**src/rtl/gastric_pacer.sv**
```systemverilog
// ============================================================================
// Module   : gastric_pacer
// Purpose  : Closed-loop slow-wave pacer and conduction monitor for the
//            stomach ICC ring chain.
// Revision : 1.0 - initial release
// ============================================================================
`default_nettype none

module gastric_pacer #(
    parameter int NUM_OF_RINGS            = 9,
    parameter int ICC_PER_RING            = 4,
    parameter int RING_PROPAGATION_CYCLES = 20,
    parameter int TOTAL_ICC               = ICC_PER_RING * NUM_OF_RINGS,
    parameter int EXPECTED_LATENCY        = NUM_OF_RINGS * RING_PROPAGATION_CYCLES,
    parameter int LATENCY_TOL             = 20,
    parameter int PACE_INTERVAL           = 400,
    parameter int PACE_PULSE_CYCLES       = 2,
    parameter int START_TIMEOUT           = 8,
    parameter int CNT_W                   = 16
) (
    input  logic                 clk,
    input  logic                 reset_n,
    input  logic                 enable,
    input  logic                 clear_faults,
    input  logic [TOTAL_ICC-1:0] icc,
    output logic                 activate,
    output logic                 latency_valid,
    output logic [CNT_W-1:0]     last_latency,
    output logic [CNT_W-1:0]     wave_count,
    output logic                 paced_wave,
    output logic                 block_fault,
    output logic                 capture_fault
);

    localparam logic [CNT_W-1:0] c_pace_last   = CNT_W'(PACE_INTERVAL - 1);
    localparam logic [CNT_W-1:0] c_pulse_last  = CNT_W'(PACE_PULSE_CYCLES - 1);
    localparam logic [CNT_W-1:0] c_start_last  = CNT_W'(START_TIMEOUT - 1);
    localparam logic [CNT_W-1:0] c_block_limit = CNT_W'(EXPECTED_LATENCY + LATENCY_TOL);
    localparam logic [CNT_W-1:0] c_cnt_max     = '1;

    typedef enum logic [2:0] {
        S_IDLE       = 3'd0,
        S_WAIT_WAVE  = 3'd1,
        S_PACE       = 3'd2,
        S_WAIT_START = 3'd3,
        S_PROPAGATE  = 3'd4
    } state_t;

    state_t               r_state;
    state_t               w_state_nxt;
    logic [TOTAL_ICC-1:0] r_icc_q;
    logic [TOTAL_ICC-1:0] r_icc_p;
    logic [CNT_W-1:0]     r_cnt;
    logic [CNT_W-1:0]     w_cnt_nxt;
    logic                 r_paced;
    logic                 w_paced_nxt;
    logic                 w_act_nxt;
    logic                 w_lv_nxt;
    logic [CNT_W-1:0]     w_lat_nxt;
    logic [CNT_W-1:0]     w_wc_nxt;
    logic                 w_pw_nxt;
    logic                 w_bf_set;
    logic                 w_cf_set;
    logic                 w_start_ev;
    logic                 w_end_ev;
    logic                 w_unused_icc;

    // Start and end edges share one pipeline so latency matches input spacing.
    assign w_start_ev   = r_icc_q[0] & ~r_icc_p[0];
    assign w_end_ev     = r_icc_q[TOTAL_ICC-1] & ~r_icc_p[TOTAL_ICC-1];
    assign w_unused_icc = ^{r_icc_q[TOTAL_ICC-2:1], r_icc_p[TOTAL_ICC-2:1]};

    always_ff @(posedge clk or negedge reset_n) begin
        if (!reset_n) begin
            r_state       <= S_IDLE;
            r_icc_q       <= '0;
            r_icc_p       <= '0;
            r_cnt         <= '0;
            r_paced       <= 1'b0;
            activate      <= 1'b0;
            latency_valid <= 1'b0;
            last_latency  <= '0;
            wave_count    <= '0;
            paced_wave    <= 1'b0;
            block_fault   <= 1'b0;
            capture_fault <= 1'b0;
        end else begin
            r_state       <= w_state_nxt;
            r_icc_q       <= icc;
            r_icc_p       <= r_icc_q;
            r_cnt         <= w_cnt_nxt;
            r_paced       <= w_paced_nxt;
            activate      <= w_act_nxt;
            latency_valid <= w_lv_nxt;
            last_latency  <= w_lat_nxt;
            wave_count    <= w_wc_nxt;
            paced_wave    <= w_pw_nxt;
            // A fault raised in the same cycle as a clear request survives.
            block_fault   <= w_bf_set | (block_fault & ~clear_faults);
            capture_fault <= w_cf_set | (capture_fault & ~clear_faults);
        end
    end

    always_comb begin
        w_state_nxt = r_state;
        w_cnt_nxt   = r_cnt;
        w_paced_nxt = r_paced;
        w_act_nxt   = 1'b0;
        w_lv_nxt    = 1'b0;
        w_lat_nxt   = last_latency;
        w_wc_nxt    = wave_count;
        w_pw_nxt    = paced_wave;
        w_bf_set    = 1'b0;
        w_cf_set    = 1'b0;

        if (!enable) begin
            w_state_nxt = S_IDLE;
            w_cnt_nxt   = '0;
        end else begin
            case (r_state)
                S_IDLE: begin
                    w_state_nxt = S_WAIT_WAVE;
                    w_cnt_nxt   = '0;
                end
                S_WAIT_WAVE: begin
                    if (w_start_ev) begin
                        w_state_nxt = S_PROPAGATE;
                        w_cnt_nxt   = CNT_W'(1);
                        w_paced_nxt = 1'b0;
                    end else if (r_cnt == c_pace_last) begin
                        w_state_nxt = S_PACE;
                        w_cnt_nxt   = '0;
                        w_act_nxt   = 1'b1;
                    end else begin
                        w_cnt_nxt   = r_cnt + 1'b1;
                    end
                end
                S_PACE: begin
                    w_paced_nxt = 1'b1;
                    if (w_start_ev) begin
                        w_state_nxt = S_PROPAGATE;
                        w_cnt_nxt   = CNT_W'(1);
                    end else if (r_cnt == c_pulse_last) begin
                        w_state_nxt = S_WAIT_START;
                        w_cnt_nxt   = '0;
                    end else begin
                        w_cnt_nxt   = r_cnt + 1'b1;
                        w_act_nxt   = 1'b1;
                    end
                end
                S_WAIT_START: begin
                    if (w_start_ev) begin
                        w_state_nxt = S_PROPAGATE;
                        w_cnt_nxt   = CNT_W'(1);
                    end else if (r_cnt == c_start_last) begin
                        w_state_nxt = S_WAIT_WAVE;
                        w_cnt_nxt   = '0;
                        w_cf_set    = 1'b1;
                    end else begin
                        w_cnt_nxt   = r_cnt + 1'b1;
                    end
                end
                S_PROPAGATE: begin
                    if (w_end_ev) begin
                        w_state_nxt = S_WAIT_WAVE;
                        w_cnt_nxt   = '0;
                        w_lat_nxt   = r_cnt;
                        w_lv_nxt    = 1'b1;
                        w_wc_nxt    = wave_count + 1'b1;
                        w_pw_nxt    = r_paced;
                    end else if (r_cnt == c_block_limit) begin
                        w_state_nxt = S_WAIT_WAVE;
                        w_cnt_nxt   = '0;
                        w_bf_set    = 1'b1;
                        w_pw_nxt    = r_paced;
                    end else if (r_cnt != c_cnt_max) begin
                        w_cnt_nxt   = r_cnt + 1'b1;
                    end
                end
                default: begin
                    w_state_nxt = S_IDLE;
                    w_cnt_nxt   = '0;
                end
            endcase
        end
    end

endmodule

`default_nettype wire

```
**config.mk**
```make
export PLATFORM = sky130hd
export DESIGN_NAME = gastric_pacer
export DESIGN_NICKNAME = d
export VERILOG_FILES = /design/src/rtl/gastric_pacer.sv
export SDC_FILE = /design/constraint.sdc
export NUM_CORES = 1
export LEC_CHECK = 0
export CAP_MARGIN = 10
export CORE_UTILIZATION = 45
export CTS_BUF_LIST = sky130_fd_sc_hd__clkbuf_8
export CTS_CLUSTER_DIAMETER = 100
export DETAILED_ROUTE_END_ITERATION = 6
export GPL_ROUTABILITY_DRIVEN = 1
export HOLD_SLACK_MARGIN = 0.02
export MAX_ROUTING_LAYER = met4
export PLACE_DENSITY = 0.75
export SYNTH_ARGS = -nofsm -noshare
export SYNTH_HDL_FRONTEND = slang
export SYNTH_SLANG_ARGS = --single-unit
```
**constraint.sdc**
```tcl
create_clock -name clk -period 4.6 [get_ports clk]
set_clock_uncertainty 0.2 [all_clocks]
set_input_delay 0.92 -clock clk [delete_from_list [all_inputs] [get_ports clk]]
set_output_delay 0.92 -clock clk [all_outputs]
set_load 0.02 [all_outputs]
```
Yosys cells after proc, flatten, opt, wreduce, memory -nomap -nowiden
Cells that the tools add are included.
{"block": "classes", "n_mux": 42, "bitwise_logic": 9, "n_eq_ne": 15, "addsub": 2, "reduce_logical": 7}
{"operator": "16-bit two-way mux", "count": 10}
{"operator": "16-bit one-hot mux with 4 select lines", "count": 1}
{"operator": "16-bit by 1-bit adder with 16-bit output (second input constant)", "count": 2}
{"operator": "3-bit two-way mux", "count": 9}
{"operator": "1-bit two-way mux", "count": 19}
{"operator": "16-bit by 1-bit == test with 1-bit output (second input constant)", "count": 1}
{"operator": "16-bit by 3-bit == test with 1-bit output (second input constant)", "count": 1}
{"operator": "16-bit by 8-bit == test with 1-bit output (second input constant)", "count": 1}
{"operator": "16-bit by 9-bit == test with 1-bit output (second input constant)", "count": 1}
{"operator": "16-bit != test (second input constant)", "count": 1}
{"operator": "4-bit != test (second input constant)", "count": 4}
{"operator": "3-bit one-hot mux with 5 select lines", "count": 1}
{"operator": "3-bit AND reduction", "count": 3}
{"operator": "3-bit by 2-bit == test with 1-bit output (second input constant)", "count": 2}
{"operator": "5-bit != test (second input constant)", "count": 1}
{"operator": "1-bit bitwise AND", "count": 4}
{"operator": "1-bit one-hot mux with 2 select lines", "count": 2}
{"operator": "4-bit AND reduction", "count": 1}
{"operator": "2-bit nonzero test", "count": 2}
{"operator": "3-bit by 1-bit == test with 1-bit output (second input constant)", "count": 1}
{"operator": "3-bit == test (second input constant)", "count": 1}
{"operator": "3-bit logical NOT", "count": 1}
{"operator": "1-bit NOT", "count": 3}
{"operator": "2-bit != test (second input constant)", "count": 1}
{"operator": "1-bit OR", "count": 2}
{"block": "totals", "in_bits": 40, "regBits": 129}

Logic depth before layout (Yosys ltp)
{"block": "depth", "word_depth": 6, "ltp_mapped": 8}

Worst setup path after synthesis
No wires, ideal clock.
{"block": "synth_path", "path_type": "input-to-reg", "startpoint": "input enable", "endpoint": "register wave_count[12]", "setup_ns": 0.129, "path_slack_ns": 2.196, "required_time_ns": 4.271, "cell_stages": 7, "t_arrival_ns": 2.075, "path_cell_list": "and4bb_2 -> nand2_1 -> clkinv_1 -> nand4_1 -> nor2_1 -> nand3_1 -> xnor2_1"}
{"block": "synth_via", "elab_chain_len": 1}
{"item": "from (decl)", "line": "23", "text": "input logic enable,"}
{"item": "3-bit AND reduction (no line)"}
{"item": "to (signal assigned)", "line": "96", "text": "wave_count <= w_wc_nxt;"}
{"item": "to (decl)", "line": "29", "text": "output logic [CNT_W-1:0] wave_count,"}
Every way passes these cells.
A chain may end at the register's enable or synchronous reset.

Final worst setup path
{"block": "layout_path", "startpoint": "input enable", "endpoint": "register wave_count[14]"}
Same word-level chain as after synthesis.

==> impl_metrics.csv <==
group,metric,value,unit
clock_tree,clock-sinks,61,
worst_setup_path,slowest_stage,"clkdlybuf4s50_1",
clock_tree,post_cts_resized,0,
clock_tree,numCtsBuffers,9,
route,wl_per_cell,13.79,um
yosys,synth_common_cells,"nand2_1 (72), dfrtp_1 (61), xnor2_1 (19), nor2_1 (18), nand3_1 (12)",
timing,setup_slack,1.391,ns
flow_run,drv_cap,0,
finish,multiInputGateArea,1336,um^2
global_route,grtUsageMet3,5.368,%
outcome,status,"complete, no violations",
worst_setup_path,rr_endpoint,"wave_count[14]",
yosys,netlist.area_leader.share,51.52,%
worst_setup_path,start_kind,"input port",
global_route,grt_pass1_wl,10.47,mm
global_route,grt_max_degree,35,
global_route,grt_util_met1,26.18,%
clock_tree,postCtsSetupBuffers,0,
clock_tree,clock_latency,0.34,ns
route,antenna_left,0,
yosys,yosys_warnings,0,
clock_tree,clockBufferDepth,2,
yosys,ys_ff_latch,61,
worst_setup_path,required,4.63,ns
yosys,syn_inst,306,
finish,drive_gt1_share,7.649,%
worst_setup_path,critPathMaxStageDelay,0.57,ns
clock_tree,h-tree-depth,3,
timing,timing.fmax,0.3116,GHz
worst_setup_path,r2r_cells,8,
global_route,first_global_vias,2264,
global_route,grt_antenna_before_repair,0,
yosys,syn_avg_cell_area,9.682,um^2
global_route,use_met2,29.06,%
timing,worstMarginPinSlew,0.5900,ns
placed_design,place.gp.congestion,0.9046,
worst_setup_path,setup.worst_path.start,"enable",
clock_tree,clockRootBuffer,"clkbuf_8",
timing,finalSetupTns,0,ns
yosys,syn-cell-area,2963,um^2
worst_setup_path,crit_end,"wave_count[14]",
floorplanning,core_area,6350,um^2
worst_setup_path,reg2reg_from,"r_state[1]",
power_and_ir_drop,powerDensity,296.3,nW/um^2
yosys,synth_top_area_cell,"dfrtp_1",
yosys,synthFlopType,"dfrtp_1",
global_route,grt_use_total,19.82,%
yosys,ys_seq_area_share,51.52,%
timing,period_share,69.76,%
worst_setup_path,worstPathArrival,3.24,ns
global_route,grt_overflow,0,
worst_hold_path,hp-class,"flip-flop to flip-flop",
timing,hold_viol,0,
yosys,ys_top_cells_by_area,"dfrtp_1 (52%), nand2_1 (9.1%), xnor2_1 (5.6%)",
clock_tree,holdBufCountCts,0,
finish,num_antenna_cells,0,
worst_setup_path,cp.depth,9,
worst_setup_path,crit_chain,"clkdlybuf4s50_1, and4bb_2, nand2_1, buf_4, clkinv_1, nand4_1, nor2_1, nand3_1, xnor2_1",
route,wl,5.928,mm
timing,report.final.slew_viol_count,0,
placed_design,portBuffers,42,
worst_setup_path,cp-end-kind,"flip-flop",
floorplanning,die_x,83.14,um
yosys,syn-num-nets,350,
yosys,yosysMostFrequentCell,"nand2_1",
worst_setup_path,r2r_slack,1.90,ns
global_route,busiest_layer,"met2",
route,via_count,2347,
timing,setup_viol,0,
finish,nets,392,
clock_tree,cts.clk_slew.worst_paths,0.06,ns
worst_setup_path,cp_top_family,"buffers and inverters",
finish,fillerInstances,557,
finish,seqCellArea,1526,um^2
timing,slew_headroom,60.67,%
power_and_ir_drop,ir_drop,0.0001927,V
yosys,synth.distinct_cells,48,
placed_design,dp_slack,0.9828,ns
floorplanning,initial_utilization,46.66,%
yosys,synth_edf_count,0,
floorplanning,row_count,29,
route,firstDrtPassIters,4,
route,drt_iter0_markers,180,
placed_design,dpl.hpwl,4.247,mm
finish,area_growth,20.78,%
worst_setup_path,cp.buffers_inverters,3,
worst_setup_path,crit_fanout,22,
route,drc_errors,0,
floorplanning,boundaryPins,77,
timing,fin_crit,3.209,ns
floorplanning,design.die.area,6912,um^2
power_and_ir_drop,p_leak,1.554,nW
route,drt-vias-per-instance,5.458,
timing,rsz0062_at_grt,"false",
clock_tree,cts_tree,"yes",
floorplanning,die_y,83.14,um
worst_setup_path,crit_type,"input port to flip-flop",
yosys,async_flop_share,100.0,%
-- where the power goes --
group	total [W]	internal (W)	switching, W
Clock	0.000389	0.000187	0.000202
Combinational	0.000101	0.0000430	0.0000577
Sequential	0.000571	0.000551	0.0000194
-- sequential cells by signal (all words and copies together), names as in the netlist, 2 cells and up --
| name | cells |
|---|---|
| last_latency | 16 |
| r_cnt | 16 |
| r_icc_p | 2 |
| r_icc_q | 2 |
| r_state | 3 |
| wave_count | 16 |
-- cell usage in the layout, fill, tap and decap left out, drive strengths merged, types with 4 or more instances in the layout --
master,instances
clkdlybuf4s50,41
or3,4
o211ai,4
xor2,5
nor4,4
and3,9
nor2,19
clkbuf,9
nand3,12
o21ai,14
nand2,72
inv,9
nor2b,4
nand4,6
nor3,9
xnor2,19
clkinv,5
a21oi,4
dfrtp,61
ha,4
-- logic make-up (layout without fill, tap and decap cells) --
logic type,after synthesis,after routing,synth area share [%]
adder cells (fa/ha/maj),4,4,1.689
buffers and inverters,21,68,3.378
XOR/XNOR,24,24,7.095
flip-flops,61,61,51.52
AO/OA/AOI/OAI,41,41,9.629
multiplexers,3,3,1.098
AND/OR/NAND/NOR,152,152,25.59
-- through the flow --
step                      instance area, um^2  hold slack [ns]  util [%]  std cells  power (W)
final                                    3578           0.1967     56.35        430   0.001060
after floorplan                          2963           0.1677         -        306  0.0006401
after CTS                                3578           0.2006     56.35        430   0.001080
after detailed placement                 3420           0.1861     53.85        414  0.0006817
after global placement                   3420           0.1763     53.85        414  0.0006796
after global routing                     3578           0.2208     56.35        430   0.001121
-- per-layer routing --
metal  up-vias  routed length, um
li1       1151                  -
met1      1125               2850
met2        63               2699
met3         8                292
met4         0                 85
met5         -                  0
-- final cells by class --
type	instances	share of cell area, %
timing repair buffer	44	12.03
sequential	61	42.66
inverter	8	0.8392
clock buffer	9	3.462
clock inverter	7	0.9790
tap	77	2.692
multi-input combinational	224	37.34
-- how the worst min path moves through the flow --
stage	from	endpoint	slack, ns	cells past startpoint
after CTS	r_icc_q[0]	r_icc_p[0]	0.20	0
after global routing	r_icc_q[0]	r_icc_p[0]	0.22	0
after global placement	r_icc_q[35]	r_icc_p[35]	0.18	0
final	r_icc_q[0]	r_icc_p[0]	0.20	0
after floorplan	r_icc_q[0]	r_icc_p[0]	0.17	0
after detailed placement	r_icc_q[0]	r_icc_p[0]	0.19	0
No activity file was read; power rests on OpenSTA's default activity.
